==> config.mk <==
export PLATFORM = sky130hd
export DESIGN_NAME = uart_cmd_framer
export DESIGN_NICKNAME = d
export VERILOG_FILES = /design/src/rtl/uart_cmd_framer.sv
export SDC_FILE = /design/constraint.sdc
export NUM_CORES = 1
export LEC_CHECK = 0
export ABC_AREA = 1
export ABC_CLOCK_PERIOD_IN_PS = 4300
export CAP_MARGIN = 20
export CORE_MARGIN = 1.5
export CORE_UTILIZATION = 55
export DETAILED_ROUTE_END_ITERATION = 8
export PLACE_DENSITY = 0.83
export SLEW_MARGIN = 40
export SYNTH_ARGS = -nofsm -noshare
export SYNTH_HDL_FRONTEND = slang
export SYNTH_SLANG_ARGS = --single-unit
==> constraint.sdc <==
create_clock -name clk -period 4.3 [get_ports clk]
set_input_delay 0.645 -clock clk [delete_from_list [all_inputs] [get_ports clk]]
set_output_delay 0.645 -clock clk [all_outputs]
set_load 0.005 [all_outputs]
==> src/rtl/uart_cmd_framer.sv <==
// Byte-level UART command framer: assembles CMD_BYTES-byte commands into a FIFO and serialises RESP_BYTES-byte responses.
// Optional checksum byte per command when UART_CMD_CHKSUM_EN is defined.
module uart_cmd_framer #(
  parameter int CMD_BYTES   = 2,
  parameter int RESP_BYTES  = 1,
  parameter int FIFO_DEPTH  = 4,
  parameter int TIMEOUT_CYC = 50000
) (
  input  logic                    clk,
  input  logic                    rst_n,
  input  logic                    rx_rdy,
  input  logic [7:0]              rx_data,
  output logic                    clr_rx_rdy,
  output logic [8*CMD_BYTES-1:0]  cmd,
  output logic                    cmd_rdy,
  input  logic                    clr_cmd_rdy,
  input  logic                    send_resp,
  input  logic [8*RESP_BYTES-1:0] resp,
  output logic                    trmt,
  output logic [7:0]              tx_data,
  input  logic                    tx_done,
  output logic                    resp_busy,
  output logic                    resp_done,
  output logic                    cmd_ovf,
  output logic                    rx_tmo,
  output logic                    cmd_err
);

`ifdef UART_CMD_CHKSUM_EN
  localparam int CHK_BYTES = 1;
`else
  localparam int CHK_BYTES = 0;
`endif
  localparam int CMD_W  = 8*CMD_BYTES;
  localparam int RESP_W = 8*RESP_BYTES;
  localparam int NBYTES = CMD_BYTES + CHK_BYTES;
  localparam int IDX_W  = $clog2(NBYTES+1);
  localparam int TMO_W  = $clog2(TIMEOUT_CYC+1);
  localparam int PTR_W  = $clog2(FIFO_DEPTH);
  localparam int TXI_W  = $clog2(RESP_BYTES+1);

  // ---------------- RX framing ----------------
  typedef enum logic {RX_IDLE, RX_COLLECT} rx_state_t;
  rx_state_t rx_state_q, rx_state_n;

  logic [CMD_W-1:0] asm_q, asm_n;
  logic [IDX_W-1:0] idx_q;
  logic [TMO_W-1:0] tmo_q;
  logic             last_byte, tmo_hit, complete, chk_ok, push_valid;

  always_ff @(posedge clk or negedge rst_n)
    if (!rst_n) rx_state_q <= RX_IDLE;
    else        rx_state_q <= rx_state_n;

  always_comb begin
    rx_state_n = rx_state_q;
    case (rx_state_q)
      RX_IDLE:    if (rx_rdy && !last_byte) rx_state_n = RX_COLLECT;
      RX_COLLECT: if ((rx_rdy && last_byte) || tmo_hit) rx_state_n = RX_IDLE;
      default:    rx_state_n = RX_IDLE;
    endcase
  end

  // Every presented byte is accepted; a byte in the expiry cycle beats the timeout.
  always_comb begin
    clr_rx_rdy = rx_rdy;
    last_byte  = 1'b0;
    tmo_hit    = 1'b0;
    case (rx_state_q)
      RX_IDLE:    last_byte = (NBYTES == 1);
      RX_COLLECT: begin
        last_byte = (idx_q == IDX_W'(NBYTES-1));
        tmo_hit   = !rx_rdy && (tmo_q == TMO_W'(TIMEOUT_CYC-1));
      end
      default: ;
    endcase
    complete = rx_rdy && last_byte;
  end

  // First byte lands in the top slot; a checksum byte index has no slot.
  always_comb begin
    asm_n = asm_q;
    if (rx_state_q == RX_IDLE) begin
      asm_n = '0;
      asm_n[CMD_W-1 -: 8] = rx_data;
    end else begin
      for (int i = 1; i < CMD_BYTES; i++)
        if (idx_q == IDX_W'(i)) asm_n[CMD_W-1-8*i -: 8] = rx_data;
    end
  end

  always_ff @(posedge clk or negedge rst_n)
    if (!rst_n) begin
      asm_q <= '0;
      idx_q <= '0;
      tmo_q <= '0;
    end else if (rx_rdy) begin
      asm_q <= asm_n;
      idx_q <= (rx_state_q == RX_IDLE) ? IDX_W'(1) : idx_q + 1'b1;
      tmo_q <= '0;
    end else if (rx_state_q == RX_COLLECT) begin
      tmo_q <= tmo_hit ? '0 : tmo_q + 1'b1;
    end

`ifdef UART_CMD_CHKSUM_EN
  logic [7:0] chk_q, chk_sum;
  logic       cmd_err_q;

  assign chk_sum = (rx_state_q == RX_IDLE) ? rx_data : chk_q + rx_data;
  assign chk_ok  = (chk_sum == 8'h00);

  always_ff @(posedge clk or negedge rst_n)
    if (!rst_n) begin
      chk_q     <= '0;
      cmd_err_q <= 1'b0;
    end else begin
      cmd_err_q <= complete && !chk_ok;
      if (rx_rdy) chk_q <= chk_sum;
    end

  assign cmd_err = cmd_err_q;
`else
  assign chk_ok  = 1'b1;
  assign cmd_err = 1'b0;
`endif

  assign push_valid = complete && chk_ok;

  // ---------------- command FIFO ----------------
  logic [CMD_W-1:0] mem [FIFO_DEPTH];
  logic [PTR_W-1:0] wr_ptr, rd_ptr;
  logic [PTR_W:0]   count;
  logic             full, empty, do_push, do_pop;

  assign full    = (count == (PTR_W+1)'(FIFO_DEPTH));
  assign empty   = (count == '0);
  assign do_pop  = clr_cmd_rdy && !empty;
  assign do_push = push_valid && (!full || do_pop);
  assign cmd     = mem[rd_ptr];
  assign cmd_rdy = !empty;

  always_ff @(posedge clk or negedge rst_n)
    if (!rst_n) begin
      for (int i = 0; i < FIFO_DEPTH; i++) mem[i] <= '0;
      wr_ptr  <= '0;
      rd_ptr  <= '0;
      count   <= '0;
      cmd_ovf <= 1'b0;
      rx_tmo  <= 1'b0;
    end else begin
      if (do_push) begin
        mem[wr_ptr] <= asm_n;
        wr_ptr      <= wr_ptr + 1'b1;
      end
      if (do_pop) rd_ptr <= rd_ptr + 1'b1;
      count   <= count + (PTR_W+1)'(do_push) - (PTR_W+1)'(do_pop);
      cmd_ovf <= push_valid && full && !do_pop;
      rx_tmo  <= tmo_hit;
    end

  // ---------------- TX response serialiser ----------------
  typedef enum logic [1:0] {TX_IDLE, TX_SEND, TX_WAIT} tx_state_t;
  tx_state_t tx_state_q, tx_state_n;

  logic [RESP_W-1:0] resp_q;
  logic [TXI_W-1:0]  tx_idx_q;
  logic              tx_last;

  assign tx_last = (tx_idx_q == TXI_W'(RESP_BYTES-1));

  always_ff @(posedge clk or negedge rst_n)
    if (!rst_n) tx_state_q <= TX_IDLE;
    else        tx_state_q <= tx_state_n;

  always_comb begin
    tx_state_n = tx_state_q;
    case (tx_state_q)
      TX_IDLE: if (send_resp) tx_state_n = TX_SEND;
      TX_SEND: tx_state_n = TX_WAIT;
      TX_WAIT: if (tx_done) tx_state_n = tx_last ? TX_IDLE : TX_SEND;
      default: tx_state_n = TX_IDLE;
    endcase
  end

  always_comb begin
    trmt      = (tx_state_q == TX_SEND);
    resp_busy = (tx_state_q != TX_IDLE);
    tx_data   = '0;
    for (int i = 0; i < RESP_BYTES; i++)
      if (tx_idx_q == TXI_W'(i)) tx_data = resp_q[RESP_W-1-8*i -: 8];
  end

  always_ff @(posedge clk or negedge rst_n)
    if (!rst_n) begin
      resp_q    <= '0;
      tx_idx_q  <= '0;
      resp_done <= 1'b0;
    end else begin
      resp_done <= (tx_state_q == TX_WAIT) && tx_done && tx_last;
      if (tx_state_q == TX_IDLE && send_resp) begin
        resp_q   <= resp;
        tx_idx_q <= '0;
      end else if (tx_state_q == TX_WAIT && tx_done && !tx_last) begin
        tx_idx_q <= tx_idx_q + 1'b1;
      end
    end

endmodule

==> summary.md <==
| Metric | Value |
|---|---|
| Endpoints failing setup | 0 |
| Cell count after synthesis | approximately 750 |
| FMAX | between 200 and 300 MHz |
| Adder-Cell Fraction of Synth Area | 2.01% |
| Simple-gate share of the synthesized area | 23.2% |
| Tightest Hold Check Type | primary input to async pin |
| Port bufs | 52 |
| Final setup margin | between 0.9 and 1 ns |
| Top cells by count, synth | nand2_1, o21ai_0, dfrtp_1, nor2_1, inv_1 |
| Via/cell ratio | around 5.6 |
| Mux cell area share after synthesis | 0% |
| Period minus WS final | around 3.4 ns |
| TritonCTS clock tree | yes |
| Std-Cell Core Area | 10,500 µm² |
| Sequential Area | 3000 µm² |
| Initial Util | 57.2% |
| Fin crit share | 78.7% |
| GR Util met2 | 43.5% |
| Worst setup SP type | flip-flop |
| Net count after synthesis | between 700 and 800 |
| Synth-to-layout area growth | 18.7% |
| Final hold vios | 0 |
| Post-synth ARST share | 100% |
| Fillers | 858 |
| Worst Skew | 0.0109 ns |
| Main synth FF type | dfrtp_1 |
| Largest family of logic cells by synthesized area | simple AND/OR/NAND/NOR gates |
| Area of the multi-input gates | 2540 µm² |
| Drt pass-1 iters | 5 |
| Chip width | about 110 µm |
| Slew margin rel. | 45.9% |
| Outcome | completed |
| Max IR drop VDD | 421 µV |
| Cell area after synthesis | 5990 µm² |
| Nets | about 820 |
| Post-CTS Setup Inserts | 0 |
| Reg2reg path depth | 10 |
| WL final | 14.3 mm |
| Remaining global-route overflow | 0 |
| Post-Synth XOR/XNOR Area | 1.61% |
| Hpwl dp | slightly above 9 mm |
| Pre-CTS WS | between 1 and 1.5 ns |
| Compound-gate portion of the synthesized area | between 10% and 20% |
| Hold WS | 0.154 ns |
| GR Layer Usage met1 | 35.3% |
| Critical Path Fanout Max | 17 |
| Clk_lat worst skew | 0.54 ns |
| Critical Path AT | 2.74 ns |
| Register area share after synthesis | roughly half |
| Total power divided by cell area | 757 nW/µm² |
| CTS Hold Buffers Added | 0 |
| Max-Cap Viols | 0 |
| Gr busiest metal | met2 |
| Vias in the first global route | approximately 5,100 |
| Inserted Clock Buffers | 17 |
| Die Area | around 12,000 µm² |
| DR DRC count | 0 |
| RSZ-0062 raised after global routing | false |
| GRT Total Usage | between 20% and 30% |
| Standard-cell rows | 37 |
| Worst Tran Pin Value | 0.803 ns |
| Layout Cells excl Fill | around 940 |
| Layout cells sized above 1 | 7.37% |
| Post-synth top area share | about half |
| Drt wl/cell | 15.3 µm |
| First-pass GRT wire length | between 20 and 25 mm |
| Register bit count reported by yosys | 120 |
| CTS max path bufs | 2 |
| EDFF count, synth | 0 |
| CP Capture Type | primary output |
| Ports | 54 |
| CP Class | flip-flop to primary output |
| Placer Congestion | 0.847 |
| Pleak | 0.00337 µW |
| Routed vias | 5,210 |
| Clock slew at reported path FFs | 0.06 ns |
| Synthesis warning total | 0 |
| Cell with the most instances after synthesis | nand2_1 |
| Initial antenna violation count | 0 |
| Synth top area cells | dfrtp_1, nand2_1, o21ai_0 |
| Area leader, netlist | dfrtp_1 |
| Post-DRT Antenna Nets | 0 |
| Resized Gates After CTS | 0 |
| Synth unique cells | 31 |
| Clock root cell | clkbuf_8 |
| Post-route setup TNS | 0 ns |
| Final Max Tran Viols | 0 |
| GR met3 Demand/Resource | 6.96% |
| Placed instance count | 905 |
| TritonCTS Sinks | 120 |
| Syn Area/Cell | 8.01 µm² |
| CTS HTree Levels | 4 |
| Initial drt markers | 320 |
| CP Data Required Time | 3.65 ns |
| N_diodes | 0 |
| Die Height | 107 µm |
| Largest net degree at the start of global routing | 73 |
-- cell type report --
cell class	count	area share [%]
Clock buffer	23	6.56
Clock inverter	9	2.04
Inverter	61	3.22
Multi-Input combinational cell	531	35.7
Sequential cell	120	42.2
Tap cell	136	2.39
Timing Repair Buffer	57	7.81
-- per-layer routing --
layer | vias up | share of wire (%)
li1 | 2489 | -
met1 | 2483 | 42
met2 | 211 | 49
met3 | 27 | 7.5
met4 | 0 | 1.7
met5 | - | 0
-- power by group --
part,internal (µW),switching [µW]
registers,1560,250
clock network,982,491
logic,803,1300
total,3340,2040
-- stage by stage --
stage               total power, µW  util [%]  cell area, µm²
floorplan                      3080         -            5990
global placement               3780      62.1            6500
detailed placement             3890      62.1            6500
CTS                            5390      68.0            7110
global route                   5760      68.0            7110
finish                         5380      68.0            7110
-- worst max-delay path: stages, from the launching register on --
cell and delay (ns):
dfrtp_1 0.60, inv_1 0.55, o21ai_0 0.23, o22ai_1 0.26, clkdlybuf4s50_1 0.55
-- state kept, by name (all words and copies together), names as in the netlist --
register / count
count: 3
rd_ptr: 2
wr_ptr: 2
tmo_q: 16
tx_idx_q: 1
tx_state_q: 2
rx_state_q: 1
idx_q: 2
rx_tmo: 1
resp_q: 8
asm_q: 16
resp_done: 1
cmd_ovf: 1
mem: 64
-- final timing paths --
path                                       start               endpoint  slack, ns
setup / recovery           rd_ptr[1]$_DFFE_PN0P_                 cmd[3]       0.91
hold / removal                             rst_n  wr_ptr[1]$_DFFE_PN0P_       0.15
setup reg to reg            idx_q[1]$_DFFE_PN0P_     count[2]$_DFF_PN0_       1.74
hold reg to reg              mem[46]$_DFFE_PN0P_    mem[46]$_DFFE_PN0P_       0.48
max in group asynchronous                  rst_n   asm_q[0]$_DFFE_PN0P_       3.21
min in group clk             mem[46]$_DFFE_PN0P_    mem[46]$_DFFE_PN0P_       0.48
-- cell families (layout without fill, tap and decap cells) --
kind of cell | Yosys count | in the layout
and+or+nand+nor | 335 | 335
xor gates and xnor gates | 11 | 11
AOI/OAI and AO/OA | 175 | 175
DFF | 120 | 120
other | 1 | 1
buffers and inverters | 97 | 150
adders and majority gates | 9 | 9
-- placed cells by master, fill, tap and decap left out, types with 9 or more instances in the layout --
master             n
clkbuf_16         16
clkdlybuf4s50_1   51
dfrtp_1          120
inv_1             56
nand2_1          223
nand3_1           12
nor2_1            80
o21ai_0          123
o21ai_1           23
o22ai_1           17
xor2_1             9
(Power assumes the default switching activity.)
==> RTL edit 1, RTL diff (same flow settings) <==
The option `UART_CMD_CHKSUM_EN` is turned on by a define.
--- a/src/rtl/uart_cmd_framer.sv
+++ b/src/rtl/uart_cmd_framer.sv
@@ -1,4 +1,6 @@
 // Byte-level UART command framer: assembles CMD_BYTES-byte commands into a FIFO and serialises RESP_BYTES-byte responses.
 // Optional checksum byte per command when UART_CMD_CHKSUM_EN is defined.
+`define UART_CMD_CHKSUM_EN
+
 module uart_cmd_framer #(
   parameter int CMD_BYTES   = 2,
Formal check against the unedited RTL: not equivalent (Yosys sat finds a counterexample within 4 cycles, from zero or initial values and one cycle with rst_n low).
==> RTL edit 1 against the unedited design <==
Total power shrank 8.4%; combinational power shrank 8%; global-route usage down 0.62 points; final area grew 8.6%; synthesized area grew 9.6%; worst setup slack got worse by 0.16 ns; fmax decreased by 4.6%; routed wire length increased by 8.3%; sequential cell count rose by 9.
==> RTL edit 1: results (changes against the unedited design) <==
synth-main-ff-cell: "dfrtp_1"  # unchanged
status: "complete, no violations"  # unchanged
swShare: 0.367  # was 0.379
hpwl_um: 9840  # was 9160 um
maxSlewHeadroom: 0.438  # was 0.459
p_leak_nw: 3.88  # was 3.37 nW
fin_skew_ns: 0.00683  # was 0.0109 ns
diodes: 0  # unchanged
cts_buffers: 17  # unchanged
cts_root_buffer: "clkbuf_16"  # was clkbuf_8
worstPathMaxFanout: 3  # was 17
dpl.cell_count: 984  # was 905
clkTransAtPathRegs_ns: 0.05
synthTopCellsByCount: "225 x nand2_1, 129 x dfrtp_1, 89 x nand3_1"  # was 223 x nand2_1, 124 x o21ai_0, 120 x dfrtp_1
largestRegisters: "mem x64, asm_q x16, tmo_q x16"  # unchanged
synthDistinctLibCells: 33  # was 31
cts_resized: 0  # unchanged
vdd_drop_max_mv: 0.433  # was 0.421 mV
arrival_ns: 3.85  # was 2.74 ns
synth_top_cells_by_area: "dfrtp_1 49%, nand2_1 13%, nand3_1 6.8%"  # was dfrtp_1 50%, nand2_1 14%, o21ai_0 10%
grt_pass1_vias: 5426  # was 5125
syn_nets: 860  # was 779
final_nets: 900  # was 819
vias_per_cell: 5.57  # was 5.56
place_congestion: 0.866  # was 0.847
port_buffers: 53  # was 52
synthArstFlopShare: 1.00  # unchanged
grt_max_degree: 69  # was 73
drive_gt1_frac: 0.0620  # was 0.0737
drt_iter0_drc: 403  # was 320
track_usage: 0.265  # was 0.271
h-tree-depth: 4  # unchanged
yosys_warnings: 0  # unchanged
wl_um: 15500  # was 14300 um
worstSkewPairLatency_ns: 0.42  # was 0.54 ns
clock_path_buffers: 2  # unchanged
grt_pass1_wl_um: 26200  # was 24100 um
synth.avg_cell_area_um2: 8.00  # was 8.01 um2
instances_no_fill: 1014  # was 937
firstDrtPassIters: 5  # unchanged
ys_seq_area_frac: 0.492  # was 0.501
cts_setup_buffers: 0  # unchanged
[RTL edit 1: changes by cell type after synthesis, sizes merged, moves of 5 or more]
cell and delta:
nand3 +78, o21ai -67, inv +15, dfrtp +9, ha +8, a31oi +6
a21oi +5
[RTL edit 1: metal layers]
metal  up-vias  part of all wire  global-route usage
li1       2743                 -                   -
met1      2672              0.43               0.355
met2       214              0.48               0.423
met3        23             0.073              0.0621
met4         0             0.017              0.0996
met5         -                 0                   0
[RTL edit 1: path summary, 6_finish.rpt]
kind,start,endpoint,slack [ns],cells after the start
worst min-delay path,rst_n,mem[49],0.23,1
worst max register to register,chk_q[0],count[2],1.11,20
max in group asynchronous,rst_n,resp_q[5],3.32,2
min in group clk,mem[47],mem[47],0.46,2
worst min register to register,mem[47],mem[47],0.46,2
worst max-delay path,rx_data[0],count[2],0.75,19
[RTL edit 1: kinds of logic after synthesis]
family	after synthesis	share of synthesized area
buffers and inverters	116	0.0762
XOR/XNOR	11	0.0147
AND/OR/NAND/NOR	427	0.285
flip-flops	129	0.492
AO/OA/AOI/OAI	119	0.0961
adder cells (fa/ha/maj)	18	0.0366
[RTL edit 1: cell type report]
| cell class | count | area, um2 |
|---|---|---|
| clock buffer | 24 | 482 |
| clock inverter | 6 | 105 |
| fill | 923 | 3800 |
| inverter | 76 | 285 |
| multi-input combinational | 575 | 2840 |
| sequential | 129 | 3230 |
| tap | 143 | 179 |
| timing repair buffer | 61 | 604 |
[RTL edit 1: power groups by stage]
stage          combinational (W)  clock (W)  sequential [W]
2_1_floorplan            0.00119          0         0.00154
3_3_place_gp             0.00185          0         0.00156
3_5_place_dp             0.00190          0         0.00157
4_1_cts                  0.00192    0.00146         0.00155
5_1_grt                  0.00217    0.00151         0.00157
6_report                 0.00193    0.00145         0.00155
[RTL edit 1: worst max-delay path, cell delays in order]
cell and delay (ns):
clkdlybuf4s50_1 0.51, ha_1 0.27, fa_1 0.45, nand2_1 0.10
nand4_1 0.11, nor2_2 0.12, inv_2 0.03, nor2_1 0.10
nand2_1 0.07, nor2_2 0.09, nand3_2 0.11, nor2_4 0.13
inv_2 0.05, ha_1 0.29, inv_1 0.06, ha_1 0.13
inv_1 0.05, fa_1 0.38, xnor2_1 0.14
[RTL edit 1: per-stage QoR]
stage | cell area, um2 | setup WS (ns) | total power [W]
after floorplan | 6560 | 0.977 | 0.00273
after global placement | 7130 | 0.511 | 0.00341
after detailed placement | 7130 | 0.399 | 0.00346
after CTS | 7720 | 0.776 | 0.00493
after global routing | 7720 | 0.536 | 0.00525
final | 7720 | 0.753 | 0.00493
==> RTL edit 2, RTL diff (config.mk and constraints unchanged) <==
Without the edit above. Register the output `cmd_ovf` once more, cleared by the reset; this adds one clock of latency there. The other outputs are not delayed to match.
--- a/src/rtl/uart_cmd_framer.sv
+++ b/src/rtl/uart_cmd_framer.sv
@@ -42,4 +42,6 @@
   // ---------------- RX framing ----------------
   typedef enum logic {RX_IDLE, RX_COLLECT} rx_state_t;
+
+  logic cmd_ovf_s0;
   rx_state_t rx_state_q, rx_state_n;
 
@@ -146,5 +148,5 @@
       rd_ptr  <= '0;
       count   <= '0;
-      cmd_ovf <= 1'b0;
+      cmd_ovf_s0 <= 1'b0;
       rx_tmo  <= 1'b0;
     end else begin
@@ -155,5 +157,5 @@
       if (do_pop) rd_ptr <= rd_ptr + 1'b1;
       count   <= count + (PTR_W+1)'(do_push) - (PTR_W+1)'(do_pop);
-      cmd_ovf <= push_valid && full && !do_pop;
+      cmd_ovf_s0 <= push_valid && full && !do_pop;
       rx_tmo  <= tmo_hit;
     end
@@ -206,4 +208,12 @@
     end
 
+  always_ff @(posedge clk or negedge rst_n) begin
+    if (!rst_n) begin
+      cmd_ovf <= '0;
+    end else begin
+      cmd_ovf <= cmd_ovf_s0;
+    end
+  end
+
 endmodule
 
Check against the original RTL: no difference found for any inputs over 4 cycles, from zero or initial values and one cycle with rst_n low; that may be too few to reach the edited logic, so the function may still have changed.
==> RTL edit 2 against the unedited design <==
Total power shrank 3.7%; final area fell by 1.9%; synthesized area shrank 1.7%; fmax up 4.0%; sequential cell count grew 1; synthesized cell count down 0.80%; worst setup slack better by 0.13 ns; die area is 1.6% lower; clock skew decreased by 0.0035 ns; sequential share of layout area rose by 1.2 points; via count fell by 1.5%; combinational power decreased by 4%; routed wire length shrank 1.7%.
==> RTL edit 2: results (changes against the unedited design) <==
cpPeakStageDelay_ns: 0.56  # was 0.60 ns
worstSkewPairLatency_ns: 0.52  # was 0.54 ns
synth_top_cells_by_area: "dfrtp_1 51%, nand2_1 14%, o21ai_0 11%"  # was dfrtp_1 50%, nand2_1 14%, o21ai_0 10%
met1_usage: 0.359  # was 0.353
num_vias: 5132  # was 5210
synth.avg_cell_area_um2: 7.94  # was 8.01 um2
die_area_um2: 11300  # was 11500 um2
p_leak_nw: 3.36  # was 3.37 nW
synthTopCellsByCount: "221 x nand2_1, 128 x o21ai_0, 121 x dfrtp_1"  # was 223 x nand2_1, 124 x o21ai_0, 120 x dfrtp_1
arrival_ns: 2.61  # was 2.74 ns
hpwl_um: 8870  # was 9160 um
grt_pass1_vias: 4788  # was 5125
grt_pass1_wl_um: 23400  # was 24100 um
r2r_cells: 8  # was 10
grt_max_degree: 72  # was 73
diodes: 0  # unchanged
drt_iter0_drc: 462  # was 320
globalRouteMet3Util: 0.0460  # was 0.0696
vdd_drop_max_mv: 0.454  # was 0.421 mV
use_met2: 0.424  # was 0.435
drive_gt1_frac: 0.0553  # was 0.0737
met3_length_um: 1040  # was 1080 um
port_buffers: 52  # unchanged
wl_met2_um: 6740  # was 6960 um
p_int_w: 0.00320  # was 0.00334 W
fin_skew_ns: 0.00744  # was 0.0109 ns
p_comb_w: 0.00202  # was 0.00210 W
maxSlewHeadroom: 0.455  # was 0.459
wl_met1_um: 6020  # was 6060 um
place_congestion: 0.876  # was 0.847
final_nets: 814  # was 819
syn_nets: 773  # was 779
r2r_end: "mem[0]"  # was count[2]
wl_per_cell_um: 15.1  # was 15.3 um
status: "complete, no violations"  # unchanged
crit_path_end: "cmd[7]"  # was cmd[3]
synthDistinctLibCells: 30  # was 31
dpl.cell_count: 900  # was 905
rrSetupSlack_ns: 1.94  # was 1.74 ns
pg_clk_w: 0.00134  # was 0.00147 W
ys_seq_area_frac: 0.514  # was 0.501
wl_um: 14100  # was 14300 um
cts_resized: 0  # unchanged
track_usage: 0.262  # was 0.271
r2r_start: "idx_q[0]"  # was idx_q[1]
RTL edit 2: cells by family after synthesis:
logic type      count (synthesis)  synth area share
xor+xnor                        9            0.0134
compound gates                173             0.151
flops                         121             0.514
fa+ha+maj                       9            0.0204
mux                             1           0.00170
simple gates                  331             0.224
other cells                     1          0.000637
buf+inv                        97            0.0739
RTL edit 2: through the flow:
stage                     hold slack (ns)  total power [W]  setup WS (ns)   util  area (um2)
after global placement              0.334          0.00369           1.65  0.618        6410
after global routing                0.157          0.00551          0.980  0.673        6980
after CTS                           0.239          0.00516           1.12  0.672        6970
after floorplan                     0.331          0.00300           1.77      -        5890
final                               0.100          0.00518           1.04  0.673        6980
after detailed placement            0.335          0.00379           1.61  0.618        6410
RTL edit 2: area by class of cell:
class | count | area [um2]
Tap cell | 136 | 170
Multi-Input combinational cell | 524 | 2430
Inverter | 62 | 233
Sequential cell | 121 | 3030
Fill cell | 830 | 3390
Timing Repair Buffer | 57 | 559
Clock buffer | 22 | 463
Clock inverter | 9 | 97.6
